--- config.mk ---
export PLATFORM = sky130hd
export DESIGN_NAME = ifu_pc_fetch_flat
export DESIGN_NICKNAME = d
export VERILOG_FILES = /design/src/rtl/ifu_pc_fetch_pkg.sv /design/src/rtl/ifu_pc_fetch_if.sv /design/src/rtl/ifu_pc_fetch.sv /design/src/flat_wrapper.sv
export SDC_FILE = /design/constraint.sdc
export NUM_CORES = 1
export LEC_CHECK = 0
export BUFFER_PORTS_ARGS = -buffer_cell sky130_fd_sc_hd__clkbuf_2
export CAP_MARGIN = 20
export CELL_PAD_IN_SITES_DETAIL_PLACEMENT = 0
export CELL_PAD_IN_SITES_GLOBAL_PLACEMENT = 1
export CORE_MARGIN = 1.5
export CORE_UTILIZATION = 33
export DETAILED_ROUTE_END_ITERATION = 8
export PLACE_DENSITY_LB_ADDON = 0.1
export SETUP_SLACK_MARGIN = 0.3
export SYNTH_ARGS = -nofsm -noshare
export SYNTH_HDL_FRONTEND = slang
export SYNTH_SLANG_ARGS = --single-unit
export TNS_END_PERCENT = 1
--- constraint.sdc ---
create_clock -name clk -period 2.3 [get_ports clk]
set_input_delay 0.115 -clock clk [delete_from_list [all_inputs] [get_ports clk]]
set_output_delay 0.115 -clock clk [all_outputs]
set_load 0.02 [all_outputs]
--- src/rtl/ifu_pc_fetch_pkg.sv ---
// ifu_pc_fetch_pkg
// Shared definitions for the instruction-fetch front end: the fetch FSM
// state type, the default reset PC, the instruction width, and a helper
// that forces an address onto a 4-byte boundary.
package ifu_pc_fetch_pkg;

    localparam int unsigned INST_W           = 32;
    localparam logic [31:0] RESET_PC_DEFAULT = 32'h8000_0000;

    // REQ : request outstanding toward instruction memory
    // WAIT: request accepted, waiting for the response
    // HOLD: instruction presented to decode, waiting for the consume
    typedef enum logic [1:0] {
        ST_REQ  = 2'd0,
        ST_WAIT = 2'd1,
        ST_HOLD = 2'd2
    } fetch_state_e;

    function automatic logic [INST_W-1:0] align_word(input logic [INST_W-1:0] addr);
        return {addr[INST_W-1:2], 2'b00};
    endfunction

endpackage

--- src/rtl/ifu_pc_fetch_if.sv ---
// ifu_pc_fetch_if
// Bundles every fetch-unit signal except clock and reset:
//   redirect_valid/redirect_pc              : PC redirect from execute
//   imem_req_valid/imem_req_ready/addr      : request channel to instruction memory
//   imem_resp_valid/imem_resp_data          : response channel from instruction memory
//   inst_valid/inst_ready/inst/inst_pc      : instruction handshake toward decode
// The master modport is the fetch unit; the slave modport is its environment
// (execute, instruction memory and decode taken together).
interface ifu_pc_fetch_if;
    import ifu_pc_fetch_pkg::*;

    logic              redirect_valid;
    logic [INST_W-1:0] redirect_pc;
    logic              imem_req_valid;
    logic              imem_req_ready;
    logic [INST_W-1:0] imem_req_addr;
    logic              imem_resp_valid;
    logic [INST_W-1:0] imem_resp_data;
    logic              inst_valid;
    logic              inst_ready;
    logic [INST_W-1:0] inst;
    logic [INST_W-1:0] inst_pc;

    modport master (
        input  redirect_valid, redirect_pc,
        input  imem_req_ready, imem_resp_valid, imem_resp_data,
        input  inst_ready,
        output imem_req_valid, imem_req_addr,
        output inst_valid, inst, inst_pc
    );

    modport slave (
        output redirect_valid, redirect_pc,
        output imem_req_ready, imem_resp_valid, imem_resp_data,
        output inst_ready,
        input  imem_req_valid, imem_req_addr,
        input  inst_valid, inst, inst_pc
    );

endinterface

--- src/rtl/ifu_pc_fetch.sv ---
// ifu_pc_fetch
// Instruction-fetch front end. Holds the architectural PC, issues one
// request at a time to instruction memory, and hands each returned word
// with its PC to decode over a valid/ready handshake. Redirects from
// execute override the sequential PC in every state; a response belonging
// to a request made before a redirect is discarded via the kill flag.
// Ports:
//   clk      : clock, all state updates on the rising edge
//   rst      : synchronous active-high reset
//   fetch_if : ifu_pc_fetch_if.master (redirect, imem request/response, decode)
module ifu_pc_fetch
    import ifu_pc_fetch_pkg::*;
#(
    parameter int unsigned          XLEN     = 32,
    parameter logic [XLEN-1:0]      RESET_PC = RESET_PC_DEFAULT
) (
    input  logic           clk,
    input  logic           rst,
    ifu_pc_fetch_if.master fetch_if
);

    fetch_state_e    state_q, state_d;
    logic            kill_q, kill_d;
    logic [XLEN-1:0] pc_q, pc_d;
    logic [XLEN-1:0] inst_q, inst_d;
    logic [XLEN-1:0] inst_pc_q, inst_pc_d;

    logic req_valid;
    logic req_fire;
    logic consume;
    logic redirect;

    assign redirect  = fetch_if.redirect_valid;
    // The request is masked while rst is high so memory never sees a
    // request from a machine that is being reset.
    assign req_valid = (state_q == ST_REQ) && !rst;
    assign req_fire  = req_valid && fetch_if.imem_req_ready;
    assign consume   = (state_q == ST_HOLD) && fetch_if.inst_ready;

    // Next-PC selection: a redirect wins over the sequential advance, even
    // when it coincides with the consume handshake.
    always_comb begin
        pc_d = pc_q;
        if (redirect) begin
            pc_d = align_word(fetch_if.redirect_pc);
        end else if (consume) begin
            pc_d = pc_q + XLEN'(4);
        end
    end

    // Fetch FSM next-state logic.
    always_comb begin
        // NOTE: every output of this block gets a default before the case so
        // that no path leaves a value unassigned and infers a latch.
        state_d   = state_q;
        kill_d    = kill_q;
        inst_d    = inst_q;
        inst_pc_d = inst_pc_q;

        case (state_q)
            ST_REQ: begin
                if (req_fire) begin
                    state_d = ST_WAIT;
                    // A redirect in the accept cycle makes this request stale.
                    kill_d  = redirect;
                end
            end
            ST_WAIT: begin
                if (fetch_if.imem_resp_valid) begin
                    if (kill_q || redirect) begin
                        kill_d  = 1'b0;
                        state_d = ST_REQ;
                    end else begin
                        inst_d    = fetch_if.imem_resp_data;
                        inst_pc_d = pc_q;
                        state_d   = ST_HOLD;
                    end
                end else if (redirect) begin
                    kill_d = 1'b1;
                end
            end
            ST_HOLD: begin
                if (redirect || fetch_if.inst_ready) begin
                    state_d = ST_REQ;
                end
            end
            default: begin
                state_d = ST_REQ;
            end
        endcase
    end

    always_ff @(posedge clk) begin
        // NOTE: state registers use non-blocking assignments so every flop
        // samples the pre-edge values regardless of statement order.
        if (rst) begin
            state_q   <= ST_REQ;
            kill_q    <= 1'b0;
            pc_q      <= RESET_PC;
            inst_q    <= '0;
            inst_pc_q <= '0;
        end else begin
            state_q   <= state_d;
            kill_q    <= kill_d;
            pc_q      <= pc_d;
            inst_q    <= inst_d;
            inst_pc_q <= inst_pc_d;
        end
    end

    assign fetch_if.imem_req_valid = req_valid;
    assign fetch_if.imem_req_addr  = pc_q;
    // The instruction is valid exactly while the FSM sits in HOLD.
    assign fetch_if.inst_valid     = (state_q == ST_HOLD);
    assign fetch_if.inst           = inst_q;
    assign fetch_if.inst_pc        = inst_pc_q;

endmodule
--- src/flat_wrapper.sv ---
// flat-port wrapper written by rule: the top's interface ports become plain ports
module ifu_pc_fetch_flat import ifu_pc_fetch_pkg::*;
#(
    parameter int unsigned          XLEN     = 32,
    parameter logic [XLEN-1:0]      RESET_PC = RESET_PC_DEFAULT
)
  (clk, rst, fetch_if_redirect_valid, fetch_if_redirect_pc, fetch_if_imem_req_ready, fetch_if_imem_resp_valid, fetch_if_imem_resp_data, fetch_if_inst_ready, fetch_if_imem_req_valid, fetch_if_imem_req_addr, fetch_if_inst_valid, fetch_if_inst, fetch_if_inst_pc);
  ifu_pc_fetch_if fetch_if_i ();
  input  logic clk;
  input  logic rst;
  input wire logic [$bits(fetch_if_i.redirect_valid)-1:0] fetch_if_redirect_valid;
  input wire logic [$bits(fetch_if_i.redirect_pc)-1:0] fetch_if_redirect_pc;
  input wire logic [$bits(fetch_if_i.imem_req_ready)-1:0] fetch_if_imem_req_ready;
  input wire logic [$bits(fetch_if_i.imem_resp_valid)-1:0] fetch_if_imem_resp_valid;
  input wire logic [$bits(fetch_if_i.imem_resp_data)-1:0] fetch_if_imem_resp_data;
  input wire logic [$bits(fetch_if_i.inst_ready)-1:0] fetch_if_inst_ready;
  output wire logic [$bits(fetch_if_i.imem_req_valid)-1:0] fetch_if_imem_req_valid;
  output wire logic [$bits(fetch_if_i.imem_req_addr)-1:0] fetch_if_imem_req_addr;
  output wire logic [$bits(fetch_if_i.inst_valid)-1:0] fetch_if_inst_valid;
  output wire logic [$bits(fetch_if_i.inst)-1:0] fetch_if_inst;
  output wire logic [$bits(fetch_if_i.inst_pc)-1:0] fetch_if_inst_pc;
  assign fetch_if_i.redirect_valid = fetch_if_redirect_valid;
  assign fetch_if_i.redirect_pc = fetch_if_redirect_pc;
  assign fetch_if_i.imem_req_ready = fetch_if_imem_req_ready;
  assign fetch_if_i.imem_resp_valid = fetch_if_imem_resp_valid;
  assign fetch_if_i.imem_resp_data = fetch_if_imem_resp_data;
  assign fetch_if_i.inst_ready = fetch_if_inst_ready;
  assign fetch_if_imem_req_valid = fetch_if_i.imem_req_valid;
  assign fetch_if_imem_req_addr = fetch_if_i.imem_req_addr;
  assign fetch_if_inst_valid = fetch_if_i.inst_valid;
  assign fetch_if_inst = fetch_if_i.inst;
  assign fetch_if_inst_pc = fetch_if_i.inst_pc;
  ifu_pc_fetch #(.XLEN(XLEN), .RESET_PC(RESET_PC)) u_core (.clk(clk), .rst(rst), .fetch_if(fetch_if_i));
endmodule
* Word level (Yosys, flattened, before mapping)
Cells that the tools add are included.
W data, S select, Z words.
** Cells by class
- Multiplexer cells :: 12
- Equality and inequality tests :: 7
- Add/sub/neg operators :: 1
- Reductions and logical operators :: 13
- Bitwise operators :: 1
** Operators by type and width (number)
- $mux W32 :: 2
- $add A32 B3 Y32 const B :: 1
- $mux W2 :: 4
- $pmux W2 S3 :: 1
- $reduce_and A3 Y1 :: 2
- $mux W1 :: 4
- $ne A2 B1 Y1 const B :: 2
- $reduce_and A4 Y1 :: 1
- $reduce_bool A2 Y1 :: 2
- $logic_and A1 B1 Y1 :: 3
- $ne A3 B2 Y1 const B :: 1
- $ne A3 B3 Y1 const B :: 1
- $eq A2 B1 Y1 const B :: 1
- $eq A2 B2 Y1 const B :: 1
- $logic_not A2 Y1 :: 1
- $logic_or A1 B1 Y1 :: 2
- $ne A2 B2 Y1 const B :: 1
- $pmux W1 S2 :: 1
- $reduce_or A2 Y1 :: 1
- $logic_not A1 Y1 :: 1
- $not A1 Y1 :: 1
** Storage, ports and cells
- Flip-flop bits (word level) :: 99
- Word-level logic and storage cells :: 40
- Bits of input ports :: 70
- Output and inout port bits :: 98

* Logic depth before layout (Yosys ltp)
Gate-level depths: netlist (run 1).
- Word-level depth :: 5
- Mapped depth :: 7
- Gate-level depth less buffers :: 6

* Worst setup path after synthesis (run 1)
OpenSTA, ideal clock, no wires.
- Path kind :: register to register
- From :: register u_core.pc_q[2] (netlist: u_core.fetch_if.imem_req_addr[2])
- To :: register u_core.pc_q[26] (netlist: u_core.fetch_if.imem_req_addr[26])
- Clock period less this slack :: 1.918 ns
- Cell stages (with the launch flop) :: 7
- Path buffers :: 0
- Arrival time :: 1.774 ns
- Slack :: 0.382 ns
- Required time :: 2.155 ns
- Library setup time :: 0.145 ns
- Cell sequence :: dfxtp_1 ha_1 and3_1 nand3_1 or3_1 o211ai_1 o311ai_0
** Between the ends
- Longest elaborated chain between the ends :: 3
** Ends and longest elaborated chain
- start, declared :: RTL line ifu_pc_fetch.sv:24 : logic [XLEN-1:0] pc_q, pc_d;
- start signal, assigned :: RTL line ifu_pc_fetch.sv:105 : pc_q <= pc_d;
- $add A32 B3 Y32 :: RTL line ifu_pc_fetch.sv:47 : pc_d = pc_q + XLEN'(4);
- $mux W32 :: RTL line ifu_pc_fetch.sv:46 : end else if (consume) begin
- $mux W32 :: RTL line ifu_pc_fetch.sv:44 : if (redirect) begin
Every way passes these cells. The select of a mux whose other input is x is not followed.
A chain may end at the register's enable or synchronous reset.

* Worst setup path in the final report (run 1)
Ends and elaborated chain as after synthesis.

==> summary.md, run 1 <==
| Metric | Value |
|---|---|
| CTS tree | built |
| Final hold violations | 0 |
| Vias per cell | 4.83 |
| Asr flop ratio synth | 0% |
| Starting Density | around 34% |
| Post-route DRC | 0 |
| ANT cells | 0 |
| Post-synthesis register bit count | 95 |
| Mapped Cells | 508 |
| Layout cells sized above 1 | 27.6% |
| Width of the die | around 110 µm |
| Critical path class | reg2reg |
| VDD IR max | about 0.00028 V |
| P_leak | 2.37 nW |
| Clk slew on worst S/H paths | 60 ps |
| I/O Buffers | 161 |
| Number of buffers created by CTS | 9 |
| Number of global-route vias before repair | approximately 3,800 |
| Max_cap viols | 0 |
| Num rows | 40 |
| HPWL after DPL | 7960 µm |
| Sinks on Clock Net | 95 |
| Avg Cell Area, Syn | 7.88 µm² |
| Final period util | 86.3% |
| Setup TNS | 0 ps |
| Final core occ | 47.3% |
| CP max FO | 5 |
| CP Capture Type | register |
| Fmax | 504 MHz |
| Initial antenna violation count | 0 |
| Clock Tree Buf Depth | 2 |
| RSZ-0062 raised after global routing | yes |
| Post-Route WL | 11,600 µm |
| Yosys Warn Count | 0 |
| Slew @ Worst Pin | ~600 ps |
| Post-synthesis sequential area ratio | a little under half |
| Post-synth EDFFs | 0 |
| CP startpoint kind | register |
| Clock latency on the worst-skew pair | 340 ps |
| Worst path slowest cell | dfxtp_1 |
| RD Place Congestion | 0.746 |
| Crit path cell chain | ha_1 -> and3_1 -> nand3_1 -> or3_1 -> o211ai_1 -> o311ai_0 |
| Pwr Density | 648 nW/µm² |
| Pre-antenna DRT Iters | 4 |
| Outcome | complete, no violations |
| Critical path's largest stage delay | 440 ps |
| Setup violators final | 0 |
| Core area | ~12,000 µm² |
| Placed Area | 4940 µm² |
| Fin area | 5640 µm² |
| Hold/Removal Path Class | in2reg |
| Unique masters post-synth | 41 |
| Root Driver | clkbuf_16 |
| Initial DRC Count | 246 |
| Vert. Die Dim | roughly 110 µm |
| IO Count | 168 |
| Predominant post-synthesis flop cell | dfxtp_1 |
| # fillers | 1,260 |
| Relative slew slack | 58.5% |
| Worst Path Required | about 2500 ps |
| ANT nets after route | 0 |
| Nets | 768 |
| Area of the die | approximately 13,000 µm² |
| Grt ovf | 0 |
| H-tree lvl count | 3 |
| Final-report max-slew violation count | 0 |
| DR WL/cell | around 14 µm |
| Clock Skew | 4.22 ps |
| Final cell count without fillers | 847 |
| Area growth, synth to finish | 40.8% |
| Largest net degree at the start of global routing | 63 |
| Gr usage total | 18.4% |
| First-pass GRT wire length | roughly 19,000 µm |
| Data arrival, critical path | 2190 ps |
| Vias | 4,090 |
| Post-Syn Area | 4000 µm² |
| Final min period | 1990 ps |
| DP Cell Count | 792 |
## kinds of logic (layout without fill, tap and decap cells)
family,Yosys count,after routing,share of synthesized area (%)
AO/OA/AOI/OAI,96,96,13.3
flip-flops,95,95,47.5
multiplexers,7,7,1.75
other,1,4,0.0937
adder cells (fa/ha/maj),1,1,0.312
AND/OR/NAND/NOR,239,239,26.8
buffers and inverters,45,234,5.03
XOR/XNOR,24,24,5.25
## registers in the layout, indices dropped and copies added (netlist names)
register	count
u_core.kill_q	1
u_core.fetch_if.imem_req_addr	30
u_core.fetch_if.inst	32
u_core.fetch_if.inst_pc	30
u_core.state_q	2
## final timing paths
path	from	endpoint	slack, ps	cells past startpoint
setup / recovery	u_core.fetch_if.imem_req_addr[2]	u_core.fetch_if.imem_req_addr[26]	310	6
hold / removal	fetch_if_redirect_pc[4]	u_core.fetch_if.imem_req_addr[4]	10	3
hold reg to reg	u_core.fetch_if.inst[24]	u_core.fetch_if.inst[24]	450	2
setup reg to reg	u_core.fetch_if.imem_req_addr[2]	u_core.fetch_if.imem_req_addr[26]	310	6
## per-layer routing
metal | part of all wire [%] | global-route usage (%) | vias up
met5 | 0 | 0 | -
met4 | 2.4 | 8.00 | 0
met3 | 6.5 | 4.71 | 21
met2 | 45 | 29.1 | 116
met1 | 46 | 23.7 | 1870
li1 | - | - | 2083
## cells in the mapped netlist (all sizes together) (2+ instances only)
cell type  count  area [µm²]
nor2          31         116
buf           10        70.1
mux2i          7        70.1
nor4           5        37.5
o21ai          4        20.0
dfxtp         95        1900
xor2          10        87.6
a31oi          2        12.5
a21oi         72         360
and3           3        18.8
inv            7        26.3
or3            4        25.0
xnor2         14         123
a311oi         2        17.5
nor3          14        80.1
a211oi        11        82.6
nand4         10        68.8
clkbuf        28         105
and4           5        43.8
nand2        149         559
nand3         12        65.1
## critical path, delay by kind of cell (launching register included)
kind                     cells  cell delay (ps)
AND/OR/NAND/NOR              3              900
flip-flops                   1              440
AO/OA/AOI/OAI                2              290
adder cells (fa/ha/maj)      1              220
## where the power goes
group | switching [mW] | internal, mW
clock | 0.604 | 0.856
sequential | 0.0723 | 1.70
combinational | 0.231 | 0.188
## through the flow
stage                     total power, mW  setup slack [ps]  hold WS [ps]
final                                3.65               314          13.1
after global routing                 3.82               199          23.6
after CTS                            3.72               305          5.71
after detailed placement             2.18               326           345
after global placement               2.17               359           338
after floorplan                      2.02               382           248
## what timing repair did
action,4_1_cts,5_1_grt
setup buffers,0,0
endpoints found under the setup margin,0,74
hold buffers,41,0
endpoints found under the hold margin,41,0
resized for setup,0,1
## cells in the final DEF (no fill, tap or decap), types with 2 or more instances in the layout
cell,count
inv_1,7
nand4_1,9
dlygate4sd3_1,41
clkinv_2,2
nor3_2,2
a31oi_1,2
conb_1,4
xnor2_1,14
o21ai_0,4
buf_4,10
dfxtp_1,95
clkbuf_2,160
nor3_1,12
nand2_1,149
or3_1,4
mux2i_1,7
xor2_1,10
a211oi_1,11
a311oi_1,2
nor4_1,4
a21oi_1,72
and4_1,5
and3_1,3
nor2_1,31
clkbuf_16,9
nand3_1,11
## cell type report
type                    instances  area (µm²)  share of cell area (%)
repair buffers                213        1320                    23.4
well taps                     147         184                    3.26
flip-flops and latches         95        1900                    33.7
multi-input cells             371        1920                    34.1
inverters                       7        26.3                   0.466
clock buffers                  10         239                    4.24
clock inverters                 4        47.5                   0.843
Power figures use the tool's default switching activity.
==> run 2, diff against run 1 <==
BUFFER_PORTS_ARGS = -buffer_cell sky130_fd_sc_hd__buf_4   (was -buffer_cell sky130_fd_sc_hd__clkbuf_2)
==> summary.md, run 2 (synthesis gave the netlist of run 1 again) <==
| Metric | Value |
|---|---|
| Outcome | complete, no violations |
| Root Driver | clkbuf_16 |
| Final Total Pwr | 3.70 mW (+1.2%) |
| Number of global-route vias before repair | 3,587 (-5.6%) |
| Final hold violations | 0 (unchanged) |
| Hold_ws | 9.77 ps (-3.34 ps) |
| Final cell count without fillers | 818 (-3.4%) |
| Area growth, synth to finish | 43.7% |
| Initial antenna violation count | 0 (unchanged) |
| RD Place Congestion | 0.753 (+0.94%) |
| Relative slew slack | 59.4% (+0.93 points) |
| Post-CTS setup buffers | 0 (unchanged) |
| Final min period | 1900 ps (-82.3 ps) |
| HPWL after DPL | 8200 µm (+2.9%) |
| Worst Path Buf+Inv | 0 (unchanged) |
| H-tree lvl count | 3 (unchanged) |
| Width of the die | 113 µm (unchanged) |
| Pwr Density | 643 nW/µm² (-0.77%) |
| # fillers | 1,207 (-4.2%) |
| Post-route DRC | 0 (unchanged) |
| Sinks on Clock Net | 95 (unchanged) |
| Vias | 3,935 (-3.8%) |
| ANT nets after route | 0 (unchanged) |
| CP max FO | 5 (unchanged) |
| Placed Area | 5340 µm² (+8.2%) |
| First-pass GRT wire length | 18,200 µm (-2.9%) |
| Core area | 11,900 µm² (unchanged) |
| DR WL/cell | 14.2 µm (+3.4%) |
| Max_cap viols | 0 (unchanged) |
| DP Cell Count | 791 (-0.13%) |
| Vias per cell | 4.81 (-0.38%) |
| Initial DRC Count | 229 (-6.9%) |
| Nets | 737 (-4.0%) |
| Fmax | 525 MHz (+4.3%) |
| Worst path slowest cell | or3_1 |
| Hold depth | 3 (unchanged) |
| CP startpoint kind | register |
| Clock Tree Buf Depth | 2 (unchanged) |
| Number of buffers created by CTS | 9 (unchanged) |
| Gr usage total | 18.1% (-0.29 points) |
| Post-Route WL | 11,600 µm (-0.10%) |
| Fin area | 5750 µm² (+2.0%) |
| Area of the multi-input gates | 1920 µm² (about the same) |
| Critical path class | reg2reg |
| Area of the die | 12,800 µm² (unchanged) |
| Pre-antenna DRT Iters | 5 (+1) |
| Data arrival, critical path | 2120 ps (-70 ps) |
| Crit path cell chain | ha_1 -> and3_2 -> nand3_1 -> or3_1 -> o211ai_1 -> o311ai_0 |
| Clock latency on the worst-skew pair | 350 ps (about the same) |
| Vert. Die Dim | 113 µm (unchanged) |
| Num rows | 40 (unchanged) |
| Final period util | 82.8% (-3.6 points) |
| Final-report max-slew violation count | 0 (unchanged) |
| Max reg flops | 32 (unchanged) |
| RSZ-0062 raised after global routing | yes |
| IO Count | 168 (unchanged) |
| Critical path's largest stage delay | 440 ps (about the same) |
| Setup violators final | 0 (unchanged) |
| Reg-to-reg setup timing slack | 400 ps (+80 ps) |
| Slew @ Worst Pin | 604 ps (-13.9 ps) |
| CP Capture Type | register |
| CTS tree | built |
| Delay-heaviest family, CP | simple AND/OR/NAND/NOR gates |
| Worst Path Required | 2520 ps (about the same) |
| I/O Buffers | 161 (unchanged) |
| Hold/Removal Path Class | in2reg |
| Commonest non-fill, non-tap cell in the layout | buf_4 |
| VDD IR max | 0.000493 V (+74%) |
| Setup TNS | 0 ps (unchanged) |
| Grt ovf | 0 (unchanged) |
| Starting Density | 33.6% (unchanged) |
| P_leak | 2.37 nW (-0.13%) |
| Most frequent cells in the layout | buf_4, nand2_1, dfxtp_1, a21oi_1, nor2_1 |
| Clock Skew | 3.87 ps (-0.352 ps) |
| Largest net degree at the start of global routing | 52 (-17%) |
| Clk slew on worst S/H paths | 60 ps (about the same) |
| Levels on crit path | 6 (unchanged) |
| Worst Reg-to-Reg Cells | 6 (unchanged) |
| FF/Latch Area | 1900 µm² (+0.13%) |
| ANT cells | 0 (unchanged) |
| Layout cells sized above 1 | 29.1% (+1.5 points) |
[run 2: cell count changes in the layout (fill, tap and decap cells not counted), sizes merged]
cell,change
buf,+159
clkbuf,-158
dlygate4sd3,-30
clkinv,+1
clkinvlp,-1
[run 2: metrics by stage]
step | utilization (%) | worst slack [ps]
floorplan | - | 382
global placement | 44.9 | 339
detailed placement | 44.9 | 318
CTS | 48.2 | 319
global route | 48.3 | 222
finish | 48.3 | 396
[run 2: final timing paths]
| check | from | endpoint |
|---|---|---|
| min | fetch_if_redirect_pc[3] | u_core.fetch_if.imem_req_addr[3] |
| max | u_core.fetch_if.imem_req_addr[3] | u_core.fetch_if.imem_req_addr[26] |
| min reg2reg | u_core.fetch_if.inst_pc[19] | u_core.fetch_if.inst_pc[19] |
| max reg2reg | u_core.fetch_if.imem_req_addr[3] | u_core.fetch_if.imem_req_addr[26] |
[run 2: tightest hold or removal path, cell delays in order]
cell     delay, ps
buf_4           80
a21oi_1         50
nor2_1          70
[run 2: layout make-up]
| cell class | instances | area share (%) |
|---|---|---|
| repair buffers | 182 | 24.7 |
| clock inverters | 4 | 0.783 |
| multi-input cells | 371 | 33.4 |
| flip-flops and latches | 95 | 33.1 |
| clock buffers | 12 | 4.29 |
| well taps | 147 | 3.20 |
| inverters | 7 | 0.457 |
[run 2: layer usage]
metal  vias to the layer above  share of wire [%]  GRT usage, %
li1                       2015                  -             -
met1                      1786                 46          23.7
met2                       121                 46          28.2
met3                        13                6.6          5.36
met4                         0                1.6          6.83
met5                         -                  0             0
[run 2: power breakdown]
group	switching, mW	internal, mW	total (mW)
Sequential	0.0729	1.70	1.77
Combinational	0.224	0.216	0.440
Clock	0.617	0.867	1.48
Total	0.913	2.78	3.70
[run 2: repair_timing]
item / CTS / global route
endpoints found under the setup margin: 1 / 57
hold buffers: 11 / 0
hold endpoints to repair: 11 / 0
resized for setup: 1 / 3
==> run 3, diff against run 2 <==
CORE_UTILIZATION = 30   (was 33)
clock period = 1.5 ns   (was 2.3 ns; I/O delays follow)
==> summary.md, run 3 (synthesis gave the netlist of run 1 again) <==
| Metric | Value |
|---|---|
| Outcome | complete, but fails checks |
| Failing checks | setup timing |
| Reg-to-reg setup timing slack | -70 ps (-470 ps) |
| P_leak | 3.02 nW (+28%) |
| Pre-antenna DRT Iters | 4 (-1) |
| Width of the die | 119 µm (+4.8%) |
| Gr usage total | 19.4% (+1.3 points) |
| Final cell count without fillers | 940 (+15%) |
| Area of the die | 14,000 µm² (+9.7%) |
| DP Cell Count | 875 (+11%) |
| Hold/Removal Path Class | in2reg |
| Final period util | 105% (+22 points) |
| Max_cap viols | 0 (unchanged) |
| Critical path class | reg2reg |
| Data arrival, critical path | 1830 ps (-290 ps) |
| Post-route setup slack | -72.5 ps (-469 ps) |
| Pwr Density | 855 nW/µm² (+33%) |
| Largest net degree at the start of global routing | 40 (-23%) |
| Post-CTS setup buffers | 0 (unchanged) |
| Nets | 830 (+13%) |
| Vias | 4,361 (+11%) |
| Clock Skew | 5.69 ps (+1.82 ps) |
| Clk slew on worst S/H paths | 60 ps (about the same) |
| First-pass GRT wire length | 21,500 µm (+18%) |
| I/O Buffers | 161 (unchanged) |
| ANT nets after route | 0 (unchanged) |
| Worst Path Required | 1760 ps (-760 ps) |
| Most frequent cells in the layout | buf_4, nand2_1, dfxtp_1, a21oi_1, dlygate4sd3_1 |
| Final core occ | 53.4% (+5.1 points) |
| Clock latency on the worst-skew pair | 340 ps (about the same) |
| VDD IR max | 0.000433 V (-12%) |
| H-tree lvl count | 3 (unchanged) |
| Post-Route WL | 13,600 µm (+17%) |
| Final-report max-slew violation count | 0 (unchanged) |
| RD Place Congestion | 0.804 (+6.7%) |
| Core area | 13,100 µm² (+10%) |
| Number of global-route vias before repair | 4,243 (+18%) |
| Sinks on Clock Net | 95 (unchanged) |
| Final Total Pwr | 6.00 mW (+62%) |
| Area growth, synth to finish | 75.2% |
| Post-route DRC | 0 (unchanged) |
| Clock Tree Buf Depth | 2 (unchanged) |
| Starting Density | 30.5% (-3.1 points) |
| Reg2reg start | u_core.state_q[0] |
| RSZ-0062 raised after global routing | yes |
| Fmax | 636 MHz (+21%) |
| Layout cells sized above 1 | 40.7% (+12 points) |
| IO Count | 168 (unchanged) |
| Final hold violations | 0 (unchanged) |
| Vias per cell | 4.64 (-3.6%) |
| Initial antenna violation count | 0 (unchanged) |
| CTS tree | built |
| Grt ovf | 0 (unchanged) |
| ANT cells | 0 (unchanged) |
| Commonest non-fill, non-tap cell in the layout | buf_4 |
| Vert. Die Dim | 119 µm (+4.8%) |
| Number of buffers created by CTS | 9 (unchanged) |
| CP Launch Point | u_core.state_q[0] |
| Hold_sp | fetch_if_redirect_pc[20] |
| CP startpoint kind | register |
| Final min period | 1570 ps (-331 ps) |
| HPWL after DPL | 9240 µm (+13%) |
| Num rows | 42 (+5.0%) |
| Root Driver | clkbuf_16 |
| CP max FO | 5 (unchanged) |
| Setup violators final | 12 (+12) |
| Max reg flops | 32 (unchanged) |
| CP Capture Type | register |
| DR WL/cell | 14.4 µm (+1.8%) |
| Initial DRC Count | 172 (-25%) |
==> run 3: where the power goes <==
part | switching (mW) | leakage (nW) | total (mW) | internal (mW)
combinational | 0.471 | 2.08 | 0.963 | 0.492
clock | 0.957 | 0.156 | 2.37 | 1.42
sequential | 0.0585 | 0.781 | 2.66 | 2.60
total | 1.49 | 3.02 | 6.00 | 4.51
==> run 3: path summary, 6_finish.rpt <==
path | end | cells after the start
worst max register to register | u_core.fetch_if.imem_req_addr[17] | 4
worst max-delay path | u_core.fetch_if.imem_req_addr[17] | 4
worst min-delay path | u_core.fetch_if.imem_req_addr[20] | 3
worst min register to register | u_core.fetch_if.inst_pc[20] | 2
==> run 3: worst max-delay path, cell delays in order (launching register included) <==
cell	delay (ps)
dfxtp_4	350
nand3b_4	170
or3_4	440
or3_4	340
a311oi_2	190
==> run 3: metrics by stage <==
| stage | setup WS (ps) | hold slack, ps | TNS [ps] | area [µm²] |
|---|---|---|---|---|
| 2_1_floorplan | -151 | 208 | -5370 | 4090 |
| 3_3_place_gp | -174 | 309 | -8420 | 5870 |
| 3_5_place_dp | -242 | 312 | -11440 | 5870 |
| 4_1_cts | -107 | 1.53 | -447 | 6880 |
| 5_1_grt | -152 | 6.73 | -3940 | 7010 |
| 6_report | -72.5 | 13.3 | -436 | 7010 |
==> run 3: timing repair <==
action,CTS,global route
hold endpoints to repair,48,0
gates resized for setup,50,31
endpoints found under the setup margin,94,94
hold buffers,48,0
gates cloned,1,0
pin swaps,31,23
==> run 3: final cells by class <==
type                       instances  area, µm²
clock buffer                      15        310
inverter                           7       26.3
fill                            1268       6120
timing repair buffer             275       2290
sequential                        95       1940
tap                              176        220
clock inverter                     1       5.00
multi-input combinational        371       2220
==> run 3: per-layer routing <==
metal  global-route usage [%]  wire, µm
met5                        0         0
met4                     7.68       237
met3                     3.72       678
met2                     31.8      6450
met1                     25.0      6200
